$ cat src/rtl/alu_mem_regfile_pkg.sv
// Shared widths and ALU opcode names for the ALU / data-memory / register-file slice.
package alu_mem_regfile_pkg;

    localparam int unsigned DATA_W    = 16;
    localparam int unsigned REG_AW    = 3;
    localparam int unsigned MEM_AW    = 3;
    localparam int unsigned REG_COUNT = 8;
    localparam int unsigned MEM_DEPTH = 8;

    typedef enum logic [2:0] {
        ALU_ADD = 3'b000,
        ALU_SUB = 3'b001,
        ALU_NOT = 3'b010,
        ALU_SHL = 3'b011,
        ALU_SHR = 3'b100,
        ALU_AND = 3'b101,
        ALU_OR  = 3'b110,
        ALU_SLT = 3'b111
    } alu_op_e;

endpackage

$ cat src/rtl/alu_mem_regfile_gpr.sv
// General-purpose register file: two combinational read ports, one synchronous write port.
module alu_mem_regfile_gpr #(
    parameter int unsigned DATA_W    = alu_mem_regfile_pkg::DATA_W,
    parameter int unsigned REG_COUNT = alu_mem_regfile_pkg::REG_COUNT
) (
    input  logic                                   clk,
    input  logic                                   reset,
    input  logic                                   we_i,
    input  logic [alu_mem_regfile_pkg::REG_AW-1:0] waddr_i,
    input  logic [DATA_W-1:0]                      wdata_i,
    input  logic [alu_mem_regfile_pkg::REG_AW-1:0] raddr1_i,
    input  logic [alu_mem_regfile_pkg::REG_AW-1:0] raddr2_i,
    output logic [DATA_W-1:0]                      rdata1_o,
    output logic [DATA_W-1:0]                      rdata2_o
);

    logic [DATA_W-1:0] regs_q [REG_COUNT];

    // Reads come straight from storage; a same-cycle write only shows after the edge.
    assign rdata1_o = regs_q[raddr1_i];
    assign rdata2_o = regs_q[raddr2_i];

    always_ff @(posedge clk) begin
        if (!reset) begin
            for (int unsigned i = 0; i < REG_COUNT; i++) begin
                regs_q[i] <= '0;
            end
        end else if (we_i) begin
            regs_q[waddr_i] <= wdata_i;
        end
    end

endmodule

$ cat src/rtl/alu_mem_regfile.sv
// Single-cycle datapath slice: GPR file, operand mux, ALU, data memory and writeback mux.
module alu_mem_regfile #(
    parameter int unsigned DATA_W    = alu_mem_regfile_pkg::DATA_W,
    parameter int unsigned REG_COUNT = alu_mem_regfile_pkg::REG_COUNT,
    parameter int unsigned MEM_DEPTH = alu_mem_regfile_pkg::MEM_DEPTH
) (
    input  logic                                   clk,
    input  logic                                   reset,
    input  logic                                   reg_write_en,
    input  logic [alu_mem_regfile_pkg::REG_AW-1:0] reg_write_dest,
    input  logic [alu_mem_regfile_pkg::REG_AW-1:0] reg_read_addr_1,
    input  logic [alu_mem_regfile_pkg::REG_AW-1:0] reg_read_addr_2,
    input  logic [DATA_W-1:0]                      imm,
    input  logic                                   alu_src,
    input  logic [2:0]                             alu_control,
    input  logic                                   mem_write,
    input  logic                                   mem_read,
    input  logic                                   mem_to_reg,
    output logic [DATA_W-1:0]                      reg_read_data_1,
    output logic [DATA_W-1:0]                      reg_read_data_2,
    output logic [DATA_W-1:0]                      alu_result,
    output logic                                   zero,
    output logic [DATA_W-1:0]                      mem_read_data
);

    import alu_mem_regfile_pkg::*;

    logic [DATA_W-1:0] op_a;
    logic [DATA_W-1:0] op_b;
    logic [DATA_W-1:0] wb_data;
    logic [MEM_AW-1:0] mem_addr;
    logic [DATA_W-1:0] mem_q [MEM_DEPTH];
    alu_op_e           alu_op;

    alu_mem_regfile_gpr #(
        .DATA_W    (DATA_W),
        .REG_COUNT (REG_COUNT)
    ) u_gpr (
        .clk      (clk),
        .reset    (reset),
        .we_i     (reg_write_en),
        .waddr_i  (reg_write_dest),
        .wdata_i  (wb_data),
        .raddr1_i (reg_read_addr_1),
        .raddr2_i (reg_read_addr_2),
        .rdata1_o (reg_read_data_1),
        .rdata2_o (reg_read_data_2)
    );

    assign op_a   = reg_read_data_1;
    assign op_b   = alu_src ? imm : reg_read_data_2;
    assign alu_op = alu_op_e'(alu_control);

    always_comb begin
        alu_result = '0;
        case (alu_op)
            ALU_ADD: alu_result = op_a + op_b;
            ALU_SUB: alu_result = op_a - op_b;
            ALU_NOT: alu_result = ~op_a;
            // Shift distances of a full word or more flush the result to zero.
            ALU_SHL: alu_result = (32'(op_b) >= DATA_W) ? '0 : (op_a << op_b);
            ALU_SHR: alu_result = (32'(op_b) >= DATA_W) ? '0 : (op_a >> op_b);
            ALU_AND: alu_result = op_a & op_b;
            ALU_OR:  alu_result = op_a | op_b;
            ALU_SLT: alu_result = {{(DATA_W-1){1'b0}}, (op_a < op_b)};
            default: alu_result = '0;
        endcase
    end

    assign zero = (alu_result == '0);

    // Only the low address bits select a word, so larger addresses alias.
    assign mem_addr      = alu_result[MEM_AW-1:0];
    assign mem_read_data = mem_read ? mem_q[mem_addr] : '0;
    assign wb_data       = mem_to_reg ? mem_read_data : alu_result;

    always_ff @(posedge clk) begin
        if (!reset) begin
            for (int unsigned i = 0; i < MEM_DEPTH; i++) begin
                mem_q[i] <= '0;
            end
        end else if (mem_write) begin
            mem_q[mem_addr] <= reg_read_data_2;
        end
    end

endmodule

$ cat config.mk
export PLATFORM = sky130hd
export DESIGN_NAME = alu_mem_regfile
export DESIGN_NICKNAME = d
export VERILOG_FILES = /design/src/rtl/alu_mem_regfile_pkg.sv /design/src/rtl/alu_mem_regfile_gpr.sv /design/src/rtl/alu_mem_regfile.sv
export SDC_FILE = /design/constraint.sdc
export NUM_CORES = 1
export LEC_CHECK = 0
export CAP_MARGIN = 30
export CORE_ASPECT_RATIO = 1.2
export CORE_MARGIN = 1
export CORE_UTILIZATION = 55
export CTS_CLUSTER_SIZE = 25
export DETAILED_ROUTE_END_ITERATION = 8
export GPL_TIMING_DRIVEN = 0
export PLACE_DENSITY = 0.8
export REMOVE_ABC_BUFFERS = 1
export SETUP_SLACK_MARGIN = 0.15
export SYNTH_ARGS = -nofsm -noshare
export SYNTH_HDL_FRONTEND = slang
export SYNTH_SLANG_ARGS = --single-unit
$ cat constraint.sdc
create_clock -name clk -period 27.6 [get_ports clk]
set_clock_uncertainty 0.05 [all_clocks]
set_input_delay 8.28 -clock clk [delete_from_list [all_inputs] [get_ports clk]]
set_output_delay 8.28 -clock clk [all_outputs]
set_load 0.02 [all_outputs]
### After elaboration in Yosys (flattened, before gate mapping)

Memory sizes are Yosys's and may differ from the RTL's.
Cells that the tools add are included.

| storage, ports and cells | value |
|---|---|
| bits in read-only memories | 0 |
| latch bits | 0 |
| word-level logic and storage cells | 41 |
| memories kept | 2 |
| RAM bits | 256 |
| output and inout port bits | 65 |
| flip-flop bits (word level) | 0 |
| input bits | 35 |

| cells by class | value |
|---|---|
| div/mod/pow operators | 0 |
| mux-type cells | 19 |
| $add $sub $neg | 2 |
| equality and inequality tests | 7 |
| shift-type cells | 2 |
| magnitude comparators | 2 |
| multiply operators | 0 |
| reduce and logical (&&, ||, !) cells | 4 |
| bitwise operators | 3 |

Memory list:

| name | depth | width | rd ports | clocked after Yosys merged registers in | wr ports | RTL line | text |
|---|---|---|---|---|---|---|---|
| mem_q | 8 | 16 | 1 | 0 | 8 | alu_mem_regfile.sv:32 | `logic [DATA_W-1:0] mem_q [MEM_DEPTH];` |
| u_gpr.regs_q | 8 | 16 | 2 | 0 | 8 | alu_mem_regfile_gpr.sv:17 | `logic [DATA_W-1:0] regs_q [REG_COUNT];` |

Operators with widths:

| kind | number |
|---|---|
| $pmux 16 s8 | 1 |
| $mux 16 | 7 |
| $reduce_or 16->1 | 2 |
| $add 16x16->16 | 1 |
| $and 16x16->16 | 1 |
| $ge 16x5->1 const B | 1 |
| $logic_not 16->1 | 1 |
| $lt 16x16->1 | 1 |
| $not 16->16 | 1 |
| $or 16x16->16 | 1 |
| $shl 16x16->16 | 1 |
| $shr 16x16->16 | 1 |
| $sub 16x16->16 | 1 |
| $eq 3x3->1 const B | 4 |
| $mux 1 | 9 |
| $eq 3x2->1 const B | 2 |
| $mux 3 | 2 |
| $eq 3x1->1 const B | 1 |
| $logic_not 3->1 | 1 |

### Depth between registers and ports, before layout

Gate-level depths: netlist (run 1).
An unclocked memory read counts as a cell.

| logic depth | value |
|---|---|
| depth after elaboration | 9 |
| depth in mapped cells | 25 |
| mapped depth without buffers | 19 |

### Modules after synthesis

From an unflattened synthesis (run 1), not the netlist that was laid out.

| second synthesis, totals | value |
|---|---|
| cell total of the unflattened synthesis | 1569 |
| area total of the unflattened synthesis | 17855.9 um2 |

Modules (own cells, without submodules):

| module | instances | area each (um2) | cells an instance |
|---|---|---|---|
| alu_mem_regfile | 1 | 10979.3 | 1139 |
| alu_mem_regfile_gpr | 1 | 6876.6 | 430 |

### Worst setup path before layout (run 1)

OpenSTA, ideal clock, no wires.

| timing path | value |
|---|---|
| kind | input to output |
| from | input port reg_read_addr_1[0] in the netlist's numbering |
| to | output port mem_read_data[10] |
| setup slack | 6449 ps |
| stages | 25 |
| path buffers | 6 |
| required time | 19270 ps |
| arrival | 12821 ps |
| cells stage by stage | buf_2 nand2b_1 clkbuf_1 o22ai_1 or2_2 clkbuf_1 inv_1 ha_1 inv_1 fa_1 nor2b_1 o21ai_0 a21oi_1 o41ai_1 a211oi_1 o21ai_0 o31ai_1 a31o_1 buf_6 and2_1 buf_6 buf_6 a22oi_2 nand2_2 nor2_1 |

| between the ends | value |
|---|---|
| cells in the longest elaborated chain, start to end | 6 |

Ends and longest elaborated chain:

| element | RTL line | text |
|---|---|---|
| start, declared | alu_mem_regfile.sv:11 | `input logic [alu_mem_regfile_pkg::REG_AW-1:0] reg_read_addr_1,` |
| $mem_v2 8x16 (*) | - |  |
| named net reg_read_data_1[0] | alu_mem_regfile.sv:19 | `output logic [DATA_W-1:0] reg_read_data_1,` |
| branches (longest 2 deep; another with $sub 16x16->16) | - |  |
| $pmux 16 s8 (*) | alu_mem_regfile.sv:56 | `case (alu_op)` |
| $mem_v2 8x16 (*) | - |  |
| $mux 16 (*) | alu_mem_regfile.sv:74 | `assign mem_read_data = mem_read ? mem_q[mem_addr] : '0;` |
| end, declared | alu_mem_regfile.sv:23 | `output logic [DATA_W-1:0] mem_read_data` |

Mark *: on every way through the listed nets, which the timed path passes.

### Final worst setup path (run 1)

| timing path | value |
|---|---|
| from | input port reg_read_addr_1[0] in the netlist's numbering |
| to | output port mem_read_data[3] |

| between the ends | value |
|---|---|
| cells in the longest elaborated chain, start to end | 6 |

Ends and longest elaborated chain:

| element | RTL line |
|---|---|
| $mem_v2 8x16 (*) | - |
| branches (longest 2 deep; another with $sub 16x16->16) | - |
| $pmux 16 s8 (*) | alu_mem_regfile.sv:56 |
| $mem_v2 8x16 (*) | - |
| $mux 16 (*) | alu_mem_regfile.sv:74 |

Mark *: on every way between the ends.

==> results by group, run 1 <==
Run status
  • Outcome: finished clean

Floorplanning
  • Die X: 164 µm
  • Placeable Area: 30700 µm²
  • Initial cell density of the core: 56.5%
  • Die area: 32300 µm²
  • IO Pins: 100
  • Die span in y: 197 µm
  • Row Count: 70

CTS
  • Max clock buf depth: 3
  • CTS Buf Count: 25
  • Setup bufs post-CTS: 0
  • Post-CTS resize count: 0
  • Worst skew pair latency: 0.55 ns
  • Sink Count: 256
  • Clk root buf: clkbuf_16
  • CTS hold repair buffers: 0
  • CTS tree: yes
  • H-tree depth: 1
  • Clock transition at path regs: 0.07 ns

Setup path
  • Crit-path cells: clkdlybuf4s50_1 -> nand2b_1 -> o22ai_1 -> or2_2 -> inv_1 -> ha_1 -> inv_1 -> fa_1 -> nor2b_1 -> o21ai_0 -> a21oi_1 -> o41ai_1 -> a211oi_1 -> o21ai_0 -> o31ai_1 -> a31o_1 -> and2_1 -> a22oi_1 -> nand2_1 -> nor2_1 -> clkdlybuf4s50_1
  • Max incr delay on CP: 1.17 ns
  • Req. time, crit path: 19.27 ns
  • Crit path max-delay cell type: clkdlybuf4s50_1
  • Startpoint Class: primary input
  • Critical path class: primary input to output pin
  • Crit Path Max Fanout: 19
  • Worst setup EP type: output pin
  • Arrival @ worst endpoint: 16.66 ns

Final layout
  • Commonest non-fill, non-tap cells in the layout: 256 x edfxtp_1, 217 x nor2_1, 158 x mux2i_1, 143 x o22ai_1, 114 x nand2_1
  • Final Instance Area: 19500 µm²
  • Fillers: 2329
  • Inserted Diodes: 0
  • Area occupied by multi-input gates: 8710 µm²
  • Sequential Area: 7690 µm²
  • Layout cells sized above 1: 12.0%
  • Most common cell after layout, fill and taps aside: edfxtp_1
  • Area delta synth->final: 12.4%
  • Net count, final: 1798

Drt
  • Drt wl/cell: 28.4 µm
  • DR iter-0 viols: 2073
  • Drt total wl: 60500 µm
  • Drt pass-1 iters: 6
  • DRT antenna net count: 0
  • Residual DRC count: 0
  • Vias/cell: 7.09
  • Via count: 15100

Run
  • Max-cap viol count: 0

Placement
  • Post-DP HPWL: 41500 µm
  • Number of I/O port buffers: 99
  • Final Wtd Congestion: 1.01
  • Placement Cell Area: 18700 µm²

Synthesis
  • Synth Area per Inst: 10.3 µm²
  • Synth top area share: 44.3%
  • Synthesized area: 17400 µm²
  • Top_reg_cell synth: edfxtp_1
  • Yosys reg bits: 256
  • Ys async rst share: 0%
  • Synth Warn #: 0
  • Seq/Total Area, Yosys: 44.3%
  • Post-synth EDFFs: 256
  • Syn Inst Count: 1678
  • Distinct cells, synth: 98
  • Largest area contributor in the netlist: edfxtp_1
  • Synth area leaders: edfxtp_1 44%, mux2i_1 9.4%, o22ai_1 5.2%, nor2_1 4.7%, mux4_2 3.5%

STA
  • Period utilization: 90.5%
  • Max-slew headroom: 25.9%
  • Final slew viol count: 0
  • Tmin final: 24.99 ns
  • Setup TNS: 0 ns
  • Final setup vio count: 0
  • Final Hold Fails: 0
  • Unrepaired setup endpoints after global routing: no
  • Worst Max-Slew Pin Slew: 1.11 ns
  • Max Freq: 40.0 MHz

GRT
  • All-Layer GR Usage: 37.4%
  • Vias in the first global route: 14500
  • Gr ovfl total: 0
  • Initial antenna violation count: 0
  • Largest net degree at the start of global routing: 46
  • First-pass GRT wire length: 89000 µm

Power
  • Power per Cell Area: 60.4 nW/µm²
  • P_sw: 0.410 mW
  • Sw frac: 34.8%
  • Clk pwr share: 28.8%
  • Gate power share: 32.3%
  • Worst VDD drop: 0.0662 mV
  • Total Power: 1.18 mW
  • Flop pwr share: 38.9%
  • Pleak: 7.28 nW
  • Pint: 0.767 mW

Worst hold path
  • Worst hold path type: register to register
[flip-flops by register name, summed over array words and instances, names as in the netlist]
name	flops
u_gpr.regs_q	128
mem_q	128
[cell usage after synthesis (9+ instances only)]
cell / number
and2_1: 11
a22oi_1: 31
xnor2_1: 10
nor3_1: 28
inv_1: 75
nand3_1: 20
mux2i_1: 163
nor2b_1: 15
o21ai_0: 64
buf_6: 17
mux4_2: 27
a221oi_1: 9
o22ai_1: 143
nand2b_1: 22
nor2_1: 217
clkbuf_1: 67
a22oi_2: 12
buf_4: 14
a21oi_1: 45
nand2_2: 15
a211oi_1: 10
nand2_1: 114
o221ai_1: 10
buf_2: 26
ha_1: 48
mux2_2: 22
edfxtp_1: 256
[power by group through the flow]
stage / Sequential, mW / Combinational, mW / Clock [mW]
after floorplan: 0.463 / 0.219 / 0
after global placement: 0.465 / 0.350 / 0
after detailed placement: 0.466 / 0.366 / 0
after CTS: 0.458 / 0.369 / 0.337
after global routing: 0.459 / 0.398 / 0.352
final: 0.458 / 0.380 / 0.339
[critical path: cells and delay by family]
family	cells	cell delay [ns]
buffers and inverters	4	2.12
adder cells (fa/ha/maj)	2	0.68
AO/OA/AOI/OAI	9	3.09
AND/OR/NAND/NOR	6	2.47
[layer usage]
layer / global-route usage [%] / vias to the layer above / routed length, µm
li1: - / 6411 / -
met1: 46.2 / 7156 / 20900
met2: 58.4 / 1209 / 27400
met3: 7.77 / 306 / 7160
met4: 26.2 / 0 / 4990
met5: 0 / - / 0
[worst paths after layout]
kind	start	endpoint	slack (ns)	cells past startpoint
max	reg_read_addr_1[0]	mem_read_data[3]	2.61	21
min	mem_q[5][8]$_SDFFCE_PN0P_	u_gpr.regs_q[5][8]$_SDFFCE_PN0P_	0.97	4
max reg2reg	u_gpr.regs_q[4][0]$_SDFFCE_PN0P_	mem_q[3][0]$_SDFFCE_PN0P_	20.06	18
min reg2reg	mem_q[5][8]$_SDFFCE_PN0P_	u_gpr.regs_q[5][8]$_SDFFCE_PN0P_	0.97	4
[through the flow]
step	cells	setup slack, ns	util (%)	hold WS, ns
3_3_place_gp	2046	0.0000746	59.0	0.927
2_1_floorplan	1551	4.58	-	0.780
3_5_place_dp	2081	2.98	60.8	0.952
6_report	2128	2.61	63.5	0.969
5_1_grt	2128	2.38	63.5	1.02
4_1_cts	2127	2.92	63.4	0.968
[layout make-up]
class,count,area share (%)
Multi-Input combinational cell,1212,44.7
Sequential cell,256,39.4
Timing Repair Buffer,135,7.68
Clock buffer,28,3.26
Tap cell,396,2.54
Inverter,83,1.61
Clock inverter,18,0.846
[cells by family after synthesis]
| family | Yosys count | synth area share, % |
|---|---|---|
| fa+ha+maj | 50 | 3.69 |
| compound gates | 431 | 17.5 |
| mux | 216 | 14.6 |
| flops | 256 | 44.3 |
| xor+xnor | 15 | 0.757 |
| buf+inv | 210 | 5.94 |
| simple gates | 500 | 13.3 |
(Power assumes the default switching activity.)
==> run 2, diff against run 1 <==
--- a/config.mk
+++ b/config.mk
@@ -12,7 +12,7 @@
 export CTS_CLUSTER_SIZE = 25
 export DETAILED_ROUTE_END_ITERATION = 8
 export GPL_TIMING_DRIVEN = 0
-export PLACE_DENSITY = 0.8
+export PLACE_DENSITY_LB_ADDON = 0.12
 export REMOVE_ABC_BUFFERS = 1
 export SETUP_SLACK_MARGIN = 0.15
 export SYNTH_ARGS = -nofsm -noshare
==> run 2 against run 1 <==
  * Clock-buffer cell count up 3
  * Setup slack gained 0.027 ns
  * Critical path type unchanged
  * Wire length is 0.91% higher
  * Sequential power is essentially flat
  * Register-to-register slack got worse by 0.38 ns
  * First-iteration DRC count is 4.6% lower
  * Die area unchanged
  * Utilization is 0.30 points higher
  * Critical endpoint unchanged
  * Combinational power hardly changed
==> results by group, run 2 (synthesis results as in run 1) <==
Final layout
  • Final Instance Area: 19600 µm² (+0.47%)
  • Fillers: 2528 (+8.5%)
  • Commonest non-fill, non-tap cells in the layout: 256 x edfxtp_1, 217 x nor2_1, 156 x mux2i_1, 143 x o22ai_1, 114 x nand2_1
  • Layout cells sized above 1: 12.2% (+0.30 points)
  • Inserted Diodes: 0 (unchanged)
  • Area delta synth->final: 12.9%
  • Biggest regs: mem_q x128, u_gpr.regs_q x128
  • Most common cell after layout, fill and taps aside: edfxtp_1
  • Net count, final: 1804 (+0.33%)

Placement
  • Final Wtd Congestion: 1.01 (about the same)
  • Number of I/O port buffers: 99 (unchanged)
  • Post-DP HPWL: 42400 µm (+2.4%)
  • Placement Cell Area: 18800 µm² (+0.41%)

Setup path
  • Crit-path cells: clkdlybuf4s50_1 -> nand2b_1 -> o22ai_1 -> or2_2 -> inv_1 -> ha_1 -> inv_1 -> fa_1 -> nor2b_1 -> o21ai_0 -> a21oi_1 -> o41ai_1 -> a211oi_1 -> o21ai_0 -> o31ai_1 -> a31o_1 -> and2_1 -> buf_8 -> a22oi_1 -> nand2_1 -> nor2_1 -> clkdlybuf4s50_1
  • Crit path max-delay cell type: clkdlybuf4s50_1
  • Req. time, crit path: 19.27 ns (about the same)
  • Arrival @ worst endpoint: 16.63 ns (-0.03 ns)
  • Critical path class: primary input to output pin
  • Flop2flop setup slack: 19.68 ns (-0.38 ns)
  • Crit Path Max Fanout: 19 (unchanged)
  • Startpoint Class: primary input
  • Max incr delay on CP: 1.15 ns (-0.02 ns)
  • Worst setup EP type: output pin

Drt
  • Residual DRC count: 0 (unchanged)
  • M1 WL: 22700 µm (+8.3%)
  • Vias/cell: 6.98 (-1.5%)
  • Uppermost layer routed: met4
  • Drt pass-1 iters: 6 (unchanged)
  • Drt wl/cell: 28.6 µm (+0.58%)
  • Met2 WL: 29200 µm (+6.6%)
  • DR iter-0 viols: 1978 (-4.6%)
  • Met3 wire len: 5780 µm (-19%)
  • Drt total wl: 61100 µm (+0.91%)
  • Via count: 14900 (-1.2%)
  • DRT antenna net count: 0 (unchanged)

CTS
  • CTS tree: yes
  • CTS Buf Count: 26 (+4.0%)
  • Setup bufs post-CTS: 0 (unchanged)
  • Sink Count: 256 (unchanged)
  • Clock transition at path regs: 0.06 ns (about the same)
  • Post-CTS resize count: 0 (unchanged)
  • H-tree depth: 1 (unchanged)
  • Worst skew pair latency: 0.55 ns (about the same)
  • CTS hold repair buffers: 0 (unchanged)
  • Clk root buf: clkbuf_16
  • Max clock buf depth: 3 (unchanged)

STA
  • Tmin final: 24.96 ns (-0.0266 ns)
  • Final slew viol count: 0 (unchanged)
  • Period utilization: 90.4% (-0.096 points)
  • Final setup vio count: 0 (unchanged)
  • Final Hold Slack: 0.891 ns (-0.0777 ns)
  • Max-slew headroom: 28.7% (+2.8 points)
  • Final Hold Fails: 0 (unchanged)
  • Worst Max-Slew Pin Slew: 1.05 ns (-0.0603 ns)
  • Unrepaired setup endpoints after global routing: no
  • Max Freq: 40.1 MHz (+0.11%)

Floorplanning
  • Row Count: 70 (unchanged)
  • Die area: 32300 µm² (unchanged)
  • Initial cell density of the core: 56.5% (unchanged)
  • IO Pins: 100 (unchanged)
  • Placeable Area: 30700 µm² (unchanged)
  • Die X: 164 µm (unchanged)
  • Die span in y: 197 µm (unchanged)

GRT
  • First-pass GRT wire length: 89100 µm (+0.10%)
  • All-Layer GR Usage: 37.8% (+0.38 points)
  • Vias in the first global route: 14200 (-2.3%)
  • Initial antenna violation count: 0 (unchanged)
  • Gr ovfl total: 0 (unchanged)
  • Largest net degree at the start of global routing: 33 (-28%)

Power
  • Power per Cell Area: 59.6 nW/µm² (-1.2%)
  • Total Power: 1.17 mW (-0.74%)
  • Worst VDD drop: 0.0598 mV (-9.6%)
  • Pleak: 7.34 nW (+0.77%)

Run
  • Max-cap viol count: 0 (unchanged)

Worst hold path
  • Worst hold path type: register to register

Run status
  • Outcome: finished clean
-- run 2: layer usage --
layer	vias up	track usage, %
li1	6418	-
met1	7312	48.4
met2	993	61.0
met3	179	6.40
met4	0	20.3
met5	-	0
-- run 2: worst max-delay path: cells and delay by family --
family,cells,cell delay (ns)
simple gates,6,2.34
fa+ha+maj,2,0.67
compound gates,9,3.00
buf+inv,5,2.32
-- run 2: final timing paths --
check / startpoint / to / depth (start not counted)
min: mem_q[4][9]$_SDFFCE_PN0P_ / u_gpr.regs_q[7][9]$_SDFFCE_PN0P_ / 4
min reg2reg: mem_q[4][9]$_SDFFCE_PN0P_ / u_gpr.regs_q[7][9]$_SDFFCE_PN0P_ / 4
max: reg_read_addr_1[0] / mem_read_data[3] / 22
max reg2reg: u_gpr.regs_q[4][0]$_SDFFCE_PN0P_ / mem_q[1][0]$_SDFFCE_PN0P_ / 18
-- run 2: final cells by class --
class / count / area, µm² / share of cell area [%]
Clock buffer: 31 / 669 / 3.41
Clock inverter: 17 / 119 / 0.606
Inverter: 83 / 314 / 1.60
Multi-Input combinational cell: 1212 / 8720 / 44.5
Sequential cell: 256 / 7690 / 39.2
Tap cell: 396 / 495 / 2.53
Timing Repair Buffer: 140 / 1600 / 8.15
-- run 2: metrics by stage --
stage,TNS [ns],util [%],setup slack [ns],cells
global route,0,63.8,2.30,2135
finish,0,63.8,2.64,2135
detailed placement,0,61.1,2.93,2084
global placement,-0.377,59.0,-0.149,2046
floorplan,0,-,4.58,1551
CTS,0,63.6,2.85,2132
-- run 2: power by group --
group	switching (mW)	internal (mW)	leakage, nW	total, mW
logic	0.246	0.132	4.29	0.379
clock network	0.149	0.183	0.392	0.332
registers	0.00875	0.449	2.66	0.458
